==> config.mk <==
export PLATFORM = sky130hd
export DESIGN_NAME = tc_scan_scheduler
export DESIGN_NICKNAME = d
export VERILOG_FILES = /design/src/rtl/tc_scan_scheduler.sv
export SDC_FILE = /design/constraint.sdc
export NUM_CORES = 1
export LEC_CHECK = 0
export CAP_MARGIN = 20
export CORE_MARGIN = 8
export CORE_UTILIZATION = 40
export CTS_BUF_LIST = sky130_fd_sc_hd__clkbuf_8 sky130_fd_sc_hd__clkbuf_16
export DETAILED_ROUTE_END_ITERATION = 10
export PLACE_DENSITY_LB_ADDON = 0.12
export SYNTH_ARGS = -nofsm -noshare
export SYNTH_HDL_FRONTEND = slang
export SYNTH_SLANG_ARGS = --single-unit
==> constraint.sdc <==
create_clock -name PL_clk -period 3.3 [get_ports PL_clk]
set_input_delay 0.66 -clock PL_clk [delete_from_list [all_inputs] [get_ports PL_clk]]
set_output_delay 0.66 -clock PL_clk [all_outputs]
set_load 0.01 [all_outputs]
==> src/rtl/tc_scan_scheduler.sv <==
// Scheduler for the shared AD7124 thermocouple SPI bus.
// Sequences per-device configuration, then periodic full-sweep reads.
module tc_scan_scheduler #(
  parameter int unsigned SCAN_PERIOD = 100000,
  parameter int unsigned CFG_TIMEOUT = 1000000,
  parameter int unsigned RD_TIMEOUT  = 500000,
  parameter int unsigned GAP_CYCLES  = 16
) (
  input  logic        PL_clk,
  input  logic        rst,
  input  logic        enable,
  input  logic        cfg_req,
  input  logic [3:0]  cfg_select_in,
  input  logic [7:0]  cfg_mask,
  input  logic        err_clr,
  input  logic [7:0]  F_configure_stop,
  input  logic        rd_done,
  output logic [3:0]  configure_select,
  output logic [7:0]  start_configure,
  output logic        start_rd,
  output logic        cfg_valid,
  output logic        cfg_done,
  output logic        busy,
  output logic [2:0]  state_o,
  output logic        err_cfg_to,
  output logic [2:0]  err_dev,
  output logic        err_rd_to,
  output logic [15:0] scan_count
);

  typedef enum logic [2:0] {
    IDLE      = 3'd0,
    CFG_ISSUE = 3'd1,
    CFG_WAIT  = 3'd2,
    CFG_GAP   = 3'd3,
    RD_RUN    = 3'd4,
    RD_WAIT   = 3'd5
  } state_t;

  state_t      state_q, state_d;
  logic [31:0] cnt_q, cnt_d;
  logic [31:0] per_q, per_d;
  logic [7:0]  mask_q, mask_d;
  logic [3:0]  sel_q, sel_d;
  logic [2:0]  idx_q, idx_d;
  logic        pend_q, pend_d;
  logic        tmo_q, tmo_d;
  logic [3:0]  cfg_sel_q, cfg_sel_d;
  logic [7:0]  start_cfg_q, start_cfg_d;
  logic        start_rd_q, start_rd_d;
  logic        cfg_valid_q, cfg_valid_d;
  logic        cfg_done_q, cfg_done_d;
  logic        busy_q, busy_d;
  logic        err_cfg_q, err_cfg_d;
  logic [2:0]  err_dev_q, err_dev_d;
  logic        err_rd_q, err_rd_d;
  logic [15:0] scan_q, scan_d;
  logic        seq_start;
  logic [3:0]  first_dev, next_dev;

  // {found, index} of the lowest set bit
  function automatic logic [3:0] low_bit(input logic [7:0] m);
    logic [3:0] r;
    r = 4'd0;
    for (int i = 7; i >= 0; i--) begin
      if (m[i]) r = {1'b1, 3'(i)};
    end
    return r;
  endfunction

  assign first_dev = low_bit(cfg_mask);
  assign next_dev  = low_bit(mask_q & ~((8'd2 << idx_q) - 8'd1));

  always_comb begin
    state_d     = state_q;
    mask_d      = mask_q;
    sel_d       = sel_q;
    idx_d       = idx_q;
    tmo_d       = tmo_q;
    cfg_sel_d   = cfg_sel_q;
    start_cfg_d = start_cfg_q;
    cfg_valid_d = cfg_valid_q;
    cfg_done_d  = 1'b0;
    err_dev_d   = err_dev_q;
    scan_d      = scan_q;
    pend_d      = pend_q | cfg_req;
    err_cfg_d   = err_cfg_q & ~err_clr;
    err_rd_d    = err_rd_q & ~err_clr;
    seq_start   = 1'b0;

    unique case (state_q)
      IDLE: begin
        if (enable) begin
          if (pend_q || !cfg_valid_q) seq_start = 1'b1;
          else state_d = RD_RUN;
        end
      end
      CFG_ISSUE: begin
        start_cfg_d = 8'd1 << idx_q;
        cfg_sel_d   = sel_q;
        state_d     = CFG_WAIT;
      end
      CFG_WAIT: begin
        if (F_configure_stop[idx_q]) begin
          start_cfg_d = 8'd0;
          state_d     = CFG_GAP;
        end else if (cnt_q >= CFG_TIMEOUT - 1) begin
          err_cfg_d   = 1'b1;
          err_dev_d   = idx_q;
          tmo_d       = 1'b1;
          start_cfg_d = 8'd0;
          state_d     = CFG_GAP;
        end
      end
      CFG_GAP: begin
        if (cnt_q >= GAP_CYCLES - 1) begin
          if (next_dev[3] && enable) begin
            idx_d   = next_dev[2:0];
            state_d = CFG_ISSUE;
          end else if (next_dev[3]) begin
            state_d = IDLE;
          end else begin
            if (!tmo_q) begin
              cfg_valid_d = 1'b1;
              cfg_done_d  = 1'b1;
            end
            state_d = enable ? RD_RUN : IDLE;
          end
        end
      end
      RD_RUN: begin
        if (rd_done) begin
          scan_d  = scan_q + 16'd1;
          state_d = RD_WAIT;
        end else if (cnt_q >= RD_TIMEOUT - 1) begin
          err_rd_d = 1'b1;
          state_d  = RD_WAIT;
        end
      end
      RD_WAIT: begin
        if (cnt_q >= GAP_CYCLES - 1 && per_q >= SCAN_PERIOD - 1) begin
          if (enable && (pend_q || !cfg_valid_q)) seq_start = 1'b1;
          else if (enable) state_d = RD_RUN;
          else state_d = IDLE;
        end
      end
      default: state_d = IDLE;
    endcase

    // a cfg_req in the start cycle keeps pending set
    if (seq_start) begin
      mask_d      = cfg_mask;
      sel_d       = cfg_select_in;
      pend_d      = cfg_req;
      tmo_d       = 1'b0;
      cfg_valid_d = 1'b0;
      if (first_dev[3]) begin
        idx_d   = first_dev[2:0];
        state_d = CFG_ISSUE;
      end else begin
        cfg_valid_d = 1'b1;
        cfg_done_d  = 1'b1;
        state_d     = RD_RUN;
      end
    end

    cnt_d = (state_d != state_q) ? 32'd0 : cnt_q + 32'd1;
    if (state_d == RD_RUN && state_q != RD_RUN) per_d = 32'd0;
    else per_d = (&per_q) ? per_q : per_q + 32'd1;
    start_rd_d = (state_d == RD_RUN);
    busy_d     = (state_d != IDLE);
  end

  always_ff @(posedge PL_clk or negedge rst) begin
    if (!rst) begin
      state_q     <= IDLE;
      cnt_q       <= '0;
      per_q       <= '0;
      mask_q      <= '0;
      sel_q       <= '0;
      idx_q       <= '0;
      pend_q      <= 1'b0;
      tmo_q       <= 1'b0;
      cfg_sel_q   <= '0;
      start_cfg_q <= '0;
      start_rd_q  <= 1'b0;
      cfg_valid_q <= 1'b0;
      cfg_done_q  <= 1'b0;
      busy_q      <= 1'b0;
      err_cfg_q   <= 1'b0;
      err_dev_q   <= '0;
      err_rd_q    <= 1'b0;
      scan_q      <= '0;
    end else begin
      state_q     <= state_d;
      cnt_q       <= cnt_d;
      per_q       <= per_d;
      mask_q      <= mask_d;
      sel_q       <= sel_d;
      idx_q       <= idx_d;
      pend_q      <= pend_d;
      tmo_q       <= tmo_d;
      cfg_sel_q   <= cfg_sel_d;
      start_cfg_q <= start_cfg_d;
      start_rd_q  <= start_rd_d;
      cfg_valid_q <= cfg_valid_d;
      cfg_done_q  <= cfg_done_d;
      busy_q      <= busy_d;
      err_cfg_q   <= err_cfg_d;
      err_dev_q   <= err_dev_d;
      err_rd_q    <= err_rd_d;
      scan_q      <= scan_d;
    end
  end

  assign configure_select = cfg_sel_q;
  assign start_configure  = start_cfg_q;
  assign start_rd         = start_rd_q;
  assign cfg_valid        = cfg_valid_q;
  assign cfg_done         = cfg_done_q;
  assign busy             = busy_q;
  assign state_o          = state_q;
  assign err_cfg_to       = err_cfg_q;
  assign err_dev          = err_dev_q;
  assign err_rd_to        = err_rd_q;
  assign scan_count       = scan_q;

endmodule

==> results.cfg, run 1 <==
[cts]
cts_tree = built
cts_made_buffers = 17
cts-root-buf = clkbuf_16
cts_sinks = 120
cts_hold_buffers = 0
path_clk_slew_ns = 0.06
htreeDepth = 4
clk_latency_ns = 0.42
max-clock-path-buffers = 2

[synthesis]
avgSynthCellArea_um2 = 9.24
yosysTopAreaCellShare_pct = 44.6
async_flop_share_pct = 100
synth_edf_count = 0
synth_flop_cell = dfrtp_1
yosys-top-cells-area = dfrtp_1 45%, nand2_1 8.0%, xnor2_1 5.3%, xor2_1 4.7%, a21oi_2 3.8%
yosys_warnings = 0
yosys_register_bits = 120
yosysSeqAreaShare_pct = 44.6
ys_types = 66
synthCells = 729
synth_area_um2 = 6730
synth_fp_nets = 759
yosysTopAreaCell = dfrtp_1

[setup_path]
cp.required_ns = 3.62
cp-start-kind = register
crit_type = reg -> reg
startpoint = cnt_q[26]$_DFF_PN0_
crit_fanout = 16
worstReg2RegStart = cnt_q[26]$_DFF_PN0_
critPathCaptureType = register
crit_arrival_ns = 3.56

[route]
totalWireLength_um = 17400
drt_pass1_iterations = 5
route.vias.total = 5759
drt-wirelength-per-cell_um = 16.3
drtIter0Drc = 280
drc = 0
avgViaCountPerCell = 5.39
drtAntennaViolNets = 0

[die]
die_width_um = 146
die-area_um2 = 21200
initial_utilization_pct = 40.8
coreArea_um2 = 16500
ios = 66
die_h_um = 146
row_count = 47

[cells_and_area]
final_cell_mix = 143 x nand2_1, 120 x dfrtp_1, 64 x clkdlybuf4s50_1, 42 x buf_4, 41 x xnor2_1
diodes = 0
layout_commonest_cell = nand2_1
area_growth_pct = 30.2
nNetsFinal = 866
layout-drive-gt1-share_pct = 18.1
final_cell_area_um2 = 8770

[placed_design]
post_dp_cell_area_um2 = 7890
post-place-ws_ns = -0.374
portBuffers = 65
hpwl_um = 11900
gp_congestion = 0.854

[hold_path]
min_path_type = in -> async

[sta]
final.period_utilization_pct = 98.1
tightestPinTransition_ns = 0.787
period_needed_ns = 3.24
hold_viol_final = 0
fmax_ghz = 0.309
fin_ws_ns = 0.0619
fin_skew_ns = 0.00973
finalSetupViolCount = 0
maxSlewViolCount = 0
relSlewSlack_pct = 47.2

[run_status]
outcome = finished clean

[grt]
grt_antenna_before_repair = 0
grt_pass1_vias = 5816
grt_max_degree = 79
grt_first_pass_wirelength_um = 28400
grt_usage_pct = 16.2
grt-ovfl-total = 0

[run]
maxCapViolCount = 0

[power_and_ir_drop]
ir_worst_vdd_uv = 448
p_per_area_nw_per_um2 = 779
p_leak_nw = 3.59
-- final cells by class --
class	count	area [um2]
multi-input combinational	562	3580
clock inverter	14	220
timing repair buffer	118	1180
inverter	17	63.8
sequential	120	3000
fill	1507	7760
clock buffer	18	439
tap	220	275
-- stage by stage --
stage / total power, mW / setup TNS [ns] / utilization, % / std cells / hold slack (ns)
floorplan: 3.80 / 0 / - / 729 / 0.364
global placement: 4.54 / -15.58 / 47.8 / 1028 / 0.460
detailed placement: 4.60 / -19.22 / 47.8 / 1028 / 0.462
CTS: 6.70 / 0 / 51.8 / 1060 / 0.245
global route: 7.26 / -0.0524 / 53.1 / 1069 / 0.278
finish: 6.83 / 0 / 53.1 / 1069 / 0.229
-- worst paths after layout --
path                                                    to  slack [ns]  cells past startpoint
max                                    cnt_q[30]$_DFF_PN0_        0.06                      8
min                        configure_select[0]$_DFFE_PN0P_        0.23                      1
min reg2reg                           sel_q[0]$_DFFE_PN0P_        0.47                      2
max reg2reg                            cnt_q[30]$_DFF_PN0_        0.06                      8
min in group PL_clk                   sel_q[0]$_DFFE_PN0P_        0.47                      2
max in group asynchronous            per_q[22]$_DFFE_PN0P_        2.24                      2
-- metal layers --
| metal | global-route usage, % | up-vias | part of all wire, % |
|---|---|---|---|
| li1 | - | 2807 | - |
| met1 | 20.4 | 2822 | 47 |
| met2 | 26.5 | 108 | 48 |
| met3 | 3.79 | 22 | 3.7 |
| met4 | 5.93 | 0 | 1.6 |
| met5 | 0 | - | 0 |
-- flip-flops by register name (all words and copies together), names as in the netlist, 3 cells and up --
| register | flops |
|---|---|
| start_configure | 8 |
| cnt_q | 32 |
| err_dev | 3 |
| configure_select | 4 |
| per_q | 32 |
| mask_q | 7 |
| sel_q | 4 |
| state_o | 3 |
| scan_count | 16 |
| idx_q | 3 |
-- Yosys cell counts, drive strengths merged, types with 7 or more instances --
cell type and number:
a21oi 48, or4 11, dfrtp 120, nor3 23, o21ai 39, inv 17
o31ai 11, xnor2 41, and4 7, or3 8, clkbuf 21, nand4 19
xor2 36, nor4 12, nand2 143, nand3 29, buf 9, and3 16
nor2 37
-- cells by family (layout without fill, tap and decap cells) --
logic type               Yosys count  after routing  share of synthesized area [%]
AND/OR/NAND/NOR                  333            333                           24.5
AO/OA/AOI/OAI                    140            140                           14.8
flip-flops                       120            120                           44.6
XOR/XNOR                          77             77                           10.0
buffers and inverters             47            167                           3.49
multiplexers                       8              8                           1.82
adder cells (fa/ha/maj)            4              4                          0.743
-- where the power goes --
part           total, mW  switching (mW)  internal (mW)
Sequential          2.24           0.395           1.84
Combinational       2.51            1.38           1.14
Clock               2.08           0.720           1.36
Total               6.83            2.49           4.34
-- critical path, stage by stage (launching register included) --
cell and delay [ns]:
dfrtp_1 0.40, or4_4 0.57, nor4_4 0.29, nor2_1 0.08, or4_1 0.49, or4_4 0.57
a22o_4 0.30, clkbuf_16 0.19, o31ai_1 0.25
-- timing repair --
| item | 4_1_cts | 5_1_grt |
|---|---|---|
| buffers inserted | 0 | 4 |
| setup endpoints to repair | 0 | 66 |
| endpoints found under the hold margin | 0 | 0 |
| resized for setup | 0 | 14 |
(Power assumes the default switching activity.)
==> run 2: changes to the inputs <==
--- a/config.mk
+++ b/config.mk
@@ -10,6 +10,7 @@
 export CORE_UTILIZATION = 40
 export CTS_BUF_LIST = sky130_fd_sc_hd__clkbuf_8 sky130_fd_sc_hd__clkbuf_16
 export DETAILED_ROUTE_END_ITERATION = 10
+export GPL_ROUTABILITY_DRIVEN = 0
 export PLACE_DENSITY_LB_ADDON = 0.12
 export SYNTH_ARGS = -nofsm -noshare
 export SYNTH_HDL_FRONTEND = slang
==> results of run 2 <==
No change in the layout: final DEF, timing and power equal those of run 1.
==> run 3: changes to the inputs <==
--- a/config.mk
+++ b/config.mk
@@ -7,10 +7,11 @@
 export LEC_CHECK = 0
 export CAP_MARGIN = 20
 export CORE_MARGIN = 8
-export CORE_UTILIZATION = 40
+export CORE_UTILIZATION = 33
 export CTS_BUF_LIST = sky130_fd_sc_hd__clkbuf_8 sky130_fd_sc_hd__clkbuf_16
 export DETAILED_ROUTE_END_ITERATION = 10
 export GPL_ROUTABILITY_DRIVEN = 0
+export HOLD_SLACK_MARGIN = 0.12
 export PLACE_DENSITY_LB_ADDON = 0.12
 export SYNTH_ARGS = -nofsm -noshare
 export SYNTH_HDL_FRONTEND = slang
==> run 3 against run 2 <==
Die area up 19%. First-iteration DRC count rose by 18%. Non-clock buffer count grew 7. Clock-buffer cell count is 1 lower. Core utilization fell by 9.6 points. Wire length up 5.5%. Flip-flop and latch count unchanged. Hold slack gained 0.0099 ns. Design area is 0.31% lower. Total power is 5.7% lower. Largest cell class unchanged.
==> results.cfg, run 3 (synthesis results as in run 1) <==
[sta]
finalSetupViolCount = 0
relSlewSlack_pct = 52.9
hold_viol_final = 0
final.period_utilization_pct = 99.2
maxSlewViolCount = 0
rsz0062_at_grt = true
fin_setup_tns_ns = 0
tightestPinTransition_ns = 0.689
hold_ws_ns = 0.239
fin_skew_ns = 0.00858
period_needed_ns = 3.27
fmax_ghz = 0.305

[setup_path]
regToRegSetupSlack_ns = 0.03
crit_fanout = 8
cp.required_ns = 3.60
crit_type = reg -> reg
r2r_end = per_q[3]$_DFFE_PN0P_
r2r_cells = 9
crit_arrival_ns = 3.57
cp-start-kind = register
worstReg2RegStart = cnt_q[27]$_DFF_PN0_
critPathCaptureType = register

[cts]
cts_sinks = 120
cts_hold_buffers = 0
clk_latency_ns = 0.42
cts_tree = built
max-clock-path-buffers = 2
cts-root-buf = clkbuf_16
htreeDepth = 4
cts_made_buffers = 17
path_clk_slew_ns = 0.06

[die]
coreArea_um2 = 20100
die_h_um = 159
die-area_um2 = 25200
die_width_um = 159
ios = 66
row_count = 52
initial_utilization_pct = 33.5

[placed_design]
portBuffers = 65
hpwl_um = 13000

[cells_and_area]
fin_util_pct = 43.5
final_cell_mix = 143 x nand2_1, 120 x dfrtp_1, 64 x clkdlybuf4s50_1, 51 x buf_4, 40 x xnor2_1
area_growth_pct = 29.8
layout_commonest_cell = nand2_1
nNetsFinal = 873
diodes = 0
fillers = 1938
layout-drive-gt1-share_pct = 18.7

[grt]
grt_max_degree = 49
grt-ovfl-total = 0
grt_usage_pct = 14.6
grt_first_pass_wirelength_um = 30400
grt_pass1_vias = 5965
grt_antenna_before_repair = 0

[run]
maxCapViolCount = 0

[route]
drt-wirelength-per-cell_um = 16.3
avgViaCountPerCell = 5.12
drtIter0Drc = 331
totalWireLength_um = 18400
drtAntennaViolNets = 0
drt_pass1_iterations = 4
route.vias.total = 5765
drc = 0

[hold_path]
min_path_type = in -> async

[power_and_ir_drop]
power_mw = 6.44
ir_worst_vdd_uv = 392
pwr-share-seq_pct = 34.9
p_per_area_nw_per_um2 = 737
power.share.combinational_pct = 38.7
swShare_pct = 38.0
power_switching_mw = 2.45
p_leak_nw = 3.58
clockPowerShare_pct = 26.4
intPower_mw = 3.99

[run_status]
outcome = finished clean
==> run 3: cell types whose count changed in the layout (fill, tap and decap cells not counted), sizes merged <==
cell / previous run / this run
clkinvlp: 4 / 1
bufinv: 5 / 1
buf: 50 / 58
clkinv: 3 / 10
clkbuf: 22 / 20
==> run 3: worst max path at each step <==
stage / startpoint / to / depth (start not counted)
6_report: cnt_q[27]$_DFF_PN0_ / per_q[3]$_DFFE_PN0P_ / 9
5_1_grt: cnt_q[27]$_DFF_PN0_ / per_q[7]$_DFFE_PN0P_ / 9
4_1_cts: cnt_q[23]$_DFF_PN0_ / per_q[1]$_DFFE_PN0P_ / 8
3_5_place_dp: F_configure_stop[7] / per_q[1]$_DFFE_PN0P_ / 8
3_3_place_gp: F_configure_stop[7] / per_q[1]$_DFFE_PN0P_ / 8
2_1_floorplan: idx_q[2]$_DFF_PN0_ / busy$_DFF_PN0_ / 12
==> run 3: worst max-delay path, cell delays in order, from the launching register on <==
cell	delay, ns
dfrtp_1	0.39
or4_4	0.54
nor4_4	0.29
nor2_1	0.08
or4_1	0.49
or4_4	0.58
a221oi_4	0.36
buf_6	0.19
clkbuf_16	0.17
a21oi_2	0.05
==> run 3: what timing repair did <==
item | CTS | global route
setup buffers | 0 | 6
setup endpoints to repair | 0 | 66
resized for setup | 0 | 11
==> run 3: through the flow <==
| stage | cells | cell area, um2 | worst slack (ns) |
|---|---|---|---|
| 6_report | 1125 | 8740 | 0.0265 |
| 5_1_grt | 1125 | 8740 | -0.0688 |
| 4_1_cts | 1115 | 8550 | 0.00347 |
| 3_5_place_dp | 1084 | 8010 | -0.389 |
| 3_3_place_gp | 1084 | 8010 | -0.322 |
| 2_1_floorplan | 729 | 6790 | 0.0656 |
==> run 3: final cells by class <==
| class | instances | area [um2] | area share, % |
|---|---|---|---|
| Inverter | 17 | 63.8 | 0.730 |
| Clock inverter | 14 | 111 | 1.27 |
| Sequential cell | 120 | 3000 | 34.4 |
| Clock buffer | 17 | 425 | 4.87 |
| Multi-Input combinational cell | 562 | 3570 | 40.9 |
| Timing Repair Buffer | 125 | 1220 | 14.0 |
| Tap cell | 270 | 338 | 3.87 |
==> run 3: power by group through the flow <==
stage | combinational [mW] | clock (mW) | sequential [mW]
floorplan | 1.61 | 0 | 2.19
global placement | 2.40 | 0 | 2.25
detailed placement | 2.44 | 0 | 2.26
CTS | 2.45 | 1.75 | 2.24
global route | 2.77 | 1.82 | 2.31
finish | 2.49 | 1.70 | 2.25
==> run 3: layer usage <==
layer / GRT usage [%] / vias to the layer above / wire length [um]
li1: - / 2821 / -
met2: 25.3 / 125 / 9090
met1: 17.4 / 2796 / 8260
met3: 3.72 / 23 / 755
met5: 0 / - / 0
met4: 4.59 / 0 / 259
